## src/rtl/glitch_sweep_sched.sv

```systemverilog
// Glitch campaign sequencer: walks a delay x width grid, fires the glitch engine
// REPEAT times per point, waits for the target verdict and logs faults/timeouts as hits.
module glitch_sweep_sched #(
    parameter int unsigned   DW         = 32,
    parameter logic [DW-1:0] DELAY_MIN  = DW'(0),
    parameter logic [DW-1:0] DELAY_MAX  = DW'(1000),
    parameter logic [DW-1:0] DELAY_STEP = DW'(10),
    parameter logic [DW-1:0] WIDTH_MIN  = DW'(1),
    parameter logic [DW-1:0] WIDTH_MAX  = DW'(200),
    parameter logic [DW-1:0] WIDTH_STEP = DW'(1),
    parameter int unsigned   REPEAT     = 4,
    parameter int unsigned   TIMEOUT    = 100000,
    parameter int unsigned   COOLDOWN   = 1000
) (
    input  logic          clk,
    input  logic          rst_n,
    input  logic          start,
    input  logic          abort,
    output logic          busy,
    output logic [DW-1:0] eng_delay,
    output logic [DW-1:0] eng_width,
    output logic          eng_trigger,
    input  logic          eng_done,
    input  logic          tgt_valid,
    input  logic          tgt_fault,
    output logic          hit_valid,
    input  logic          hit_ready,
    output logic [DW-1:0] hit_delay,
    output logic [DW-1:0] hit_width,
    output logic          hit_timeout,
    output logic          sweep_done,
    output logic [DW-1:0] attempt_cnt
);

    localparam int unsigned CW = 32;

    typedef enum logic [2:0] {
        ST_IDLE,
        ST_ARM,
        ST_WAIT_DONE,
        ST_WAIT_RESULT,
        ST_REPORT,
        ST_COOLDOWN,
        ST_ADVANCE
    } state_e;

    state_e          state_q, state_d;
    logic            busy_q, busy_d;
    logic            trig_q, trig_d;
    logic            eng_done_q;
    logic [DW-1:0]   delay_q, delay_d;
    logic [DW-1:0]   width_q, width_d;
    logic [DW-1:0]   attempt_q, attempt_d;
    logic [CW-1:0]   tmo_q, tmo_d;
    logic [CW-1:0]   cool_q, cool_d;
    logic [CW-1:0]   rep_q, rep_d;
    logic            hit_valid_q, hit_valid_d;
    logic [DW-1:0]   hit_delay_q, hit_delay_d;
    logic [DW-1:0]   hit_width_q, hit_width_d;
    logic            hit_tmo_q, hit_tmo_d;
    logic            sweep_done_q, sweep_done_d;
    logic [DW:0]     width_sum, delay_sum;

    // State and datapath registers
    always_ff @(posedge clk or negedge rst_n) begin
        if (!rst_n) begin
            state_q      <= ST_IDLE;
            busy_q       <= 1'b0;
            trig_q       <= 1'b0;
            eng_done_q   <= 1'b0;
            delay_q      <= DELAY_MIN;
            width_q      <= WIDTH_MIN;
            attempt_q    <= '0;
            tmo_q        <= '0;
            cool_q       <= '0;
            rep_q        <= '0;
            hit_valid_q  <= 1'b0;
            hit_delay_q  <= '0;
            hit_width_q  <= '0;
            hit_tmo_q    <= 1'b0;
            sweep_done_q <= 1'b0;
        end else begin
            state_q      <= state_d;
            busy_q       <= busy_d;
            trig_q       <= trig_d;
            eng_done_q   <= eng_done;
            delay_q      <= delay_d;
            width_q      <= width_d;
            attempt_q    <= attempt_d;
            tmo_q        <= tmo_d;
            cool_q       <= cool_d;
            rep_q        <= rep_d;
            hit_valid_q  <= hit_valid_d;
            hit_delay_q  <= hit_delay_d;
            hit_width_q  <= hit_width_d;
            hit_tmo_q    <= hit_tmo_d;
            sweep_done_q <= sweep_done_d;
        end
    end

    // Next-state and next-output logic
    always_comb begin
        state_d      = state_q;
        busy_d       = busy_q;
        trig_d       = trig_q;
        delay_d      = delay_q;
        width_d      = width_q;
        attempt_d    = attempt_q;
        tmo_d        = tmo_q;
        cool_d       = cool_q;
        rep_d        = rep_q;
        hit_valid_d  = hit_valid_q;
        hit_delay_d  = hit_delay_q;
        hit_width_d  = hit_width_q;
        hit_tmo_d    = hit_tmo_q;
        sweep_done_d = 1'b0;
        // One extra bit so a step past all-ones is seen as overflow, not wrap
        width_sum    = {1'b0, width_q} + {1'b0, WIDTH_STEP};
        delay_sum    = {1'b0, delay_q} + {1'b0, DELAY_STEP};

        case (state_q)
            ST_IDLE: begin
                if (start) begin
                    delay_d   = DELAY_MIN;
                    width_d   = WIDTH_MIN;
                    attempt_d = '0;
                    rep_d     = '0;
                    busy_d    = 1'b1;
                    state_d   = ST_ARM;
                end
            end
            ST_ARM: begin
                trig_d = 1'b1;
                if (attempt_q != '1) begin
                    attempt_d = attempt_q + DW'(1);
                end
                rep_d   = rep_q + CW'(1);
                state_d = ST_WAIT_DONE;
            end
            ST_WAIT_DONE: begin
                // eng_done is left high by the previous firing, so only a rising edge counts
                if (eng_done && !eng_done_q) begin
                    trig_d  = 1'b0;
                    tmo_d   = '0;
                    state_d = ST_WAIT_RESULT;
                end
            end
            ST_WAIT_RESULT: begin
                if (tgt_valid) begin
                    if (tgt_fault) begin
                        hit_valid_d = 1'b1;
                        hit_delay_d = delay_q;
                        hit_width_d = width_q;
                        hit_tmo_d   = 1'b0;
                        state_d     = ST_REPORT;
                    end else begin
                        cool_d  = '0;
                        state_d = ST_COOLDOWN;
                    end
                end else if (tmo_q == CW'(TIMEOUT - 1)) begin
                    hit_valid_d = 1'b1;
                    hit_delay_d = delay_q;
                    hit_width_d = width_q;
                    hit_tmo_d   = 1'b1;
                    state_d     = ST_REPORT;
                end else begin
                    tmo_d = tmo_q + CW'(1);
                end
            end
            ST_REPORT: begin
                if (hit_ready) begin
                    hit_valid_d = 1'b0;
                    cool_d      = '0;
                    state_d     = ST_COOLDOWN;
                end
            end
            ST_COOLDOWN: begin
                if ((COOLDOWN == 0) || (cool_q == CW'(COOLDOWN - 1))) begin
                    state_d = ST_ADVANCE;
                end else begin
                    cool_d = cool_q + CW'(1);
                end
            end
            ST_ADVANCE: begin
                if (rep_q < CW'(REPEAT)) begin
                    state_d = ST_ARM;
                end else begin
                    rep_d = '0;
                    if (width_sum > {1'b0, WIDTH_MAX}) begin
                        width_d = WIDTH_MIN;
                        if (delay_sum > {1'b0, DELAY_MAX}) begin
                            sweep_done_d = 1'b1;
                            busy_d       = 1'b0;
                            state_d      = ST_IDLE;
                        end else begin
                            delay_d = delay_sum[DW-1:0];
                            state_d = ST_ARM;
                        end
                    end else begin
                        width_d = width_sum[DW-1:0];
                        state_d = ST_ARM;
                    end
                end
            end
            default: state_d = ST_IDLE;
        endcase

        // Abort drops any pending hit and never reports completion
        if (abort && (state_q != ST_IDLE)) begin
            state_d      = ST_IDLE;
            trig_d       = 1'b0;
            hit_valid_d  = 1'b0;
            busy_d       = 1'b0;
            sweep_done_d = 1'b0;
        end
    end

    assign busy        = busy_q;
    assign eng_delay   = delay_q;
    assign eng_width   = width_q;
    assign eng_trigger = trig_q;
    assign hit_valid   = hit_valid_q;
    assign hit_delay   = hit_delay_q;
    assign hit_width   = hit_width_q;
    assign hit_timeout = hit_tmo_q;
    assign sweep_done  = sweep_done_q;
    assign attempt_cnt = attempt_q;

endmodule

```

## config.mk

```make
export PLATFORM = sky130hd
export DESIGN_NAME = glitch_sweep_sched
export DESIGN_NICKNAME = d
export VERILOG_FILES = /design/src/rtl/glitch_sweep_sched.sv
export SDC_FILE = /design/constraint.sdc
export NUM_CORES = 1
export LEC_CHECK = 0
export ABC_AREA = 1
export ABC_CLOCK_PERIOD_IN_PS = 2700
export CORE_ASPECT_RATIO = 1.4
export CORE_MARGIN = 5
export CORE_UTILIZATION = 55
export CTS_BUF_LIST = sky130_fd_sc_hd__clkbuf_8
export DETAILED_ROUTE_END_ITERATION = 12
export PLACE_DENSITY = 0.78
export SLEW_MARGIN = 0
export SYNTH_ARGS = -nofsm -noshare
export SYNTH_HDL_FRONTEND = slang
export SYNTH_SLANG_ARGS = --single-unit
```

## constraint.sdc

```tcl
create_clock -name clk -period 2.7 [get_ports clk]
set_clock_uncertainty 0.2 [all_clocks]
set_input_delay 0.54 -clock clk [delete_from_list [all_inputs] [get_ports clk]]
set_output_delay 0.54 -clock clk [all_outputs]
set_load 0.005 [all_outputs]
```

==> impl_results.md <==
- Slew margin rel.: 56.16%
- Die Width: 149.8 microns
- Max Freq: 343.9 MHz
- Sink Count: 263
- Synth unique cells: 42
- Most frequent cells after synthesis: nand2_1 (560), inv_1 (267), dfrtp_1 (262), nor2_1 (205), o21ai_0 (141)
- DRT iter0 DRCs: 925
- Final Total Pwr: 13,890 uW
- Startpoint Class: flop
- Vias in the first global route: 15,090
- GRT Total Usage: 30.31%
- Max-cap violations: 0
- Final HPWL DP: 35,210 microns
- # DRC: 0
- Primary FF master, synth: dfrtp_1
- First-pass GRT wire length: 75,690 microns
- Tightest Hold Check Type: primary input to async pin
- Gpl congestion: 0.9681
- CP most frequent cell: nand2_4
- Post-synth top area share: 43.58%
- Largest stage delay, worst path: 570 ps
- Syn-to-layout area delta: 28.87%
- Crit path capture type: flop
- Final hold vios: 0
- PwrDens: 716.3 nW/um^2
- GR Overflow Total: 0
- Final Max Slew Viols: 0
- Worst-Margin Slew: 651.6 ps
- Syn Inst Count: 2,042
- Yosys warns: 0
- Setup TNS: -5699 ps
- Final WL: 46,510 microns
- Crit path DAT: 3210 ps
- Core Region: 26,920 sq um
- Cell Area, Placed: 17,890 sq um
- Synth Register Bits: 263
- Status: finished with violations
- Antenna diode count: 0
- Drt pass-1 iters: 5
- Die area: 30,810 sq um
- Crit-path slowest cell: dfstp_2
- Failing checks: negative setup slack
- Top Ports: 173
- Via density: 5.585
- Design area: 19,390 sq um
- Final-stage net count: 2,347
- Lkg Pwr: 0.008094 uW
- Placed cell count: 2,637
- Finished Layout Cells: 2,727
- CP Cell Sequence: buf_6 > nand3_4 > nor2_4 > nand2_4 > nor2_4 > nand2_4 > nor2_4 > nand3_2 > nand2_1 > nand2_1 > nor2_2 > nand3_2 > nand2_2 > nand2_4 > nand3_4 > clkbuf_16 > nand2_4 > o21ai_2
- Cts bufs inserted: 42
- Count leader, synth: nand2_1
- Initial Util: 55.89%
- Final min period: 2908 ps
- Row cnt: 71
- Mapped cell area: 15,040 sq um
- DR WL/cell: 17.05 microns
- Mean Syn Cell Area: 7.367 sq um
- Largest net degree at the start of global routing: 93
- Worst skew pair latency: 580 ps
- Final setup vio count: 34
- Height of the chip: 205.7 microns
- Worst setup margin: -207.9 ps
- Worst vdd ir: 520.8 uV
- CTS tree: done
- Register area share after synthesis: 43.75%
- Worst-path fanout max: 6
- Post-route ant nets: 0
- Root buf cell: clkbuf_8
- Final period util: 107.7%
- H-Tree Level Count: 2
- Layout cells sized above 1: 13.93%
- Port bufs: 170
- Leading area contributor after synthesis: dfrtp_1
- Clock buffer depth: 3
- Vias: 15,230
- Unrepaired setup endpoints after global routing: true
- Crit Path Category: flop to flop
- Clock transition at the registers of the reported paths: 60 ps
- EDFF count, synth: 0
- Ys async rst share: 100.0%
- Hold WS: 173.7 ps
- Initial antenna violation count: 0
- Synth top area cells: dfrtp_1 (44%), nand2_1 (14%), inv_1 (6.7%)
- Critical Path RT: 3000 ps
-- report_power, final --
part / switching (uW) / internal [uW]
sequential: 564 / 4690
clock: 1650 / 1980
combinational: 2870 / 2130
-- sequential cells by signal (all words and copies together), names as in the netlist --
name and flops:
eng_width 32, hit_width 32, hit_delay 31, rep_q 32, eng_delay 31, busy 1
tmo_q 32, cool_q 32, attempt_cnt 32, hit_timeout 1, hit_valid 1, sweep_done 1
eng_trigger 1, state_q 3, eng_done_q 1
-- worst paths after layout --
kind | slack, ps | end | startpoint | cells after the start
max reg2reg | -210 | eng_delay[6]$_DFFE_PN0P_ | eng_width[0]$_DFFE_PN1P_ | 18
max | -210 | eng_delay[6]$_DFFE_PN0P_ | eng_width[0]$_DFFE_PN1P_ | 18
min in group clk | 280 | hit_width[15]$_DFFE_PN0P_ | hit_width[15]$_DFFE_PN0P_ | 2
min reg2reg | 280 | hit_width[15]$_DFFE_PN0P_ | hit_width[15]$_DFFE_PN0P_ | 2
max in group asynchronous | 1390 | cool_q[21]$_DFFE_PN0P_ | rst_n | 3
min | 170 | eng_width[6]$_DFFE_PN0P_ | rst_n | 2
-- critical path: cells and delay by family, from the launching register on --
kind            cells  cell delay, ps
simple gates       15            1680
flops               1             570
buf+inv             2             350
compound gates      1              50
-- placed cells by master (no fill, tap or decap), types with 4 or more instances in the layout --
cell,n
o21ai_2,9
nor2_4,18
nand3_2,10
inv_2,18
nand3_4,4
dfrtp_1,252
nor2_2,19
inv_1,265
nand3_1,89
nand4_1,52
buf_12,9
a21oi_1,24
o22ai_1,47
nand2_1,530
ha_1,4
xor2_1,83
o21ai_1,5
buf_4,102
nor3b_1,6
clkinv_2,7
nand2_4,20
o21ai_0,138
o31ai_1,21
clkbuf_8,54
nor2_1,189
nor4_1,53
nor3_1,93
nand2_2,19
buf_6,4
clkdlybuf4s50_1,169
dfrtp_2,10
-- kinds of logic after synthesis --
kind of cell | count (synthesis) | share of synthesized area [%]
other cells | 1 | 0.02493
fa+ha+maj | 6 | 0.4990
compound gates | 251 | 9.548
xor+xnor | 87 | 5.065
flops | 263 | 43.75
buf+inv | 319 | 8.283
simple gates | 1112 | 32.60
mux | 3 | 0.2245
-- per-stage QoR --
stage               setup WS (ps)  util [%]
CTS                        -40.54     70.19
global route               -334.3     72.03
floorplan                   252.2         -
detailed placement         -304.7     66.48
finish                     -207.9     72.03
global placement           -197.4     66.48
-- metal layers --
metal / GRT usage, % / wire length, microns / part of all wire [%]
met5: 0 / 0 / 0
met2: 52.10 / 23080 / 50
met1: 38.20 / 18400 / 40
met3: 4.759 / 2930 / 6.3
met4: 12.33 / 2088 / 4.5
-- what timing repair did --
| item | CTS | global route |
|---|---|---|
| hold buffers | 1 | 0 |
| gates resized for setup | 16 | 108 |
| endpoints found under the hold margin | 262 | 0 |
| gates cloned | 1 | 3 |
| buffers inserted | 4 | 9 |
| endpoints found under the setup margin | 45 | 152 |
| pin swaps | 2 | 17 |
-- cell type report --
class | count | area, sq um
Multi-Input combinational cell | 1461 | 7611
Fill cell | 2163 | 7530
Sequential cell | 263 | 6595
Timing Repair Buffer | 290 | 2810
Inverter | 275 | 1035
Clock buffer | 54 | 743.2
Tap cell | 365 | 456.7
Clock inverter | 19 | 136.4
No activity file was read; power rests on OpenSTA's default activity.
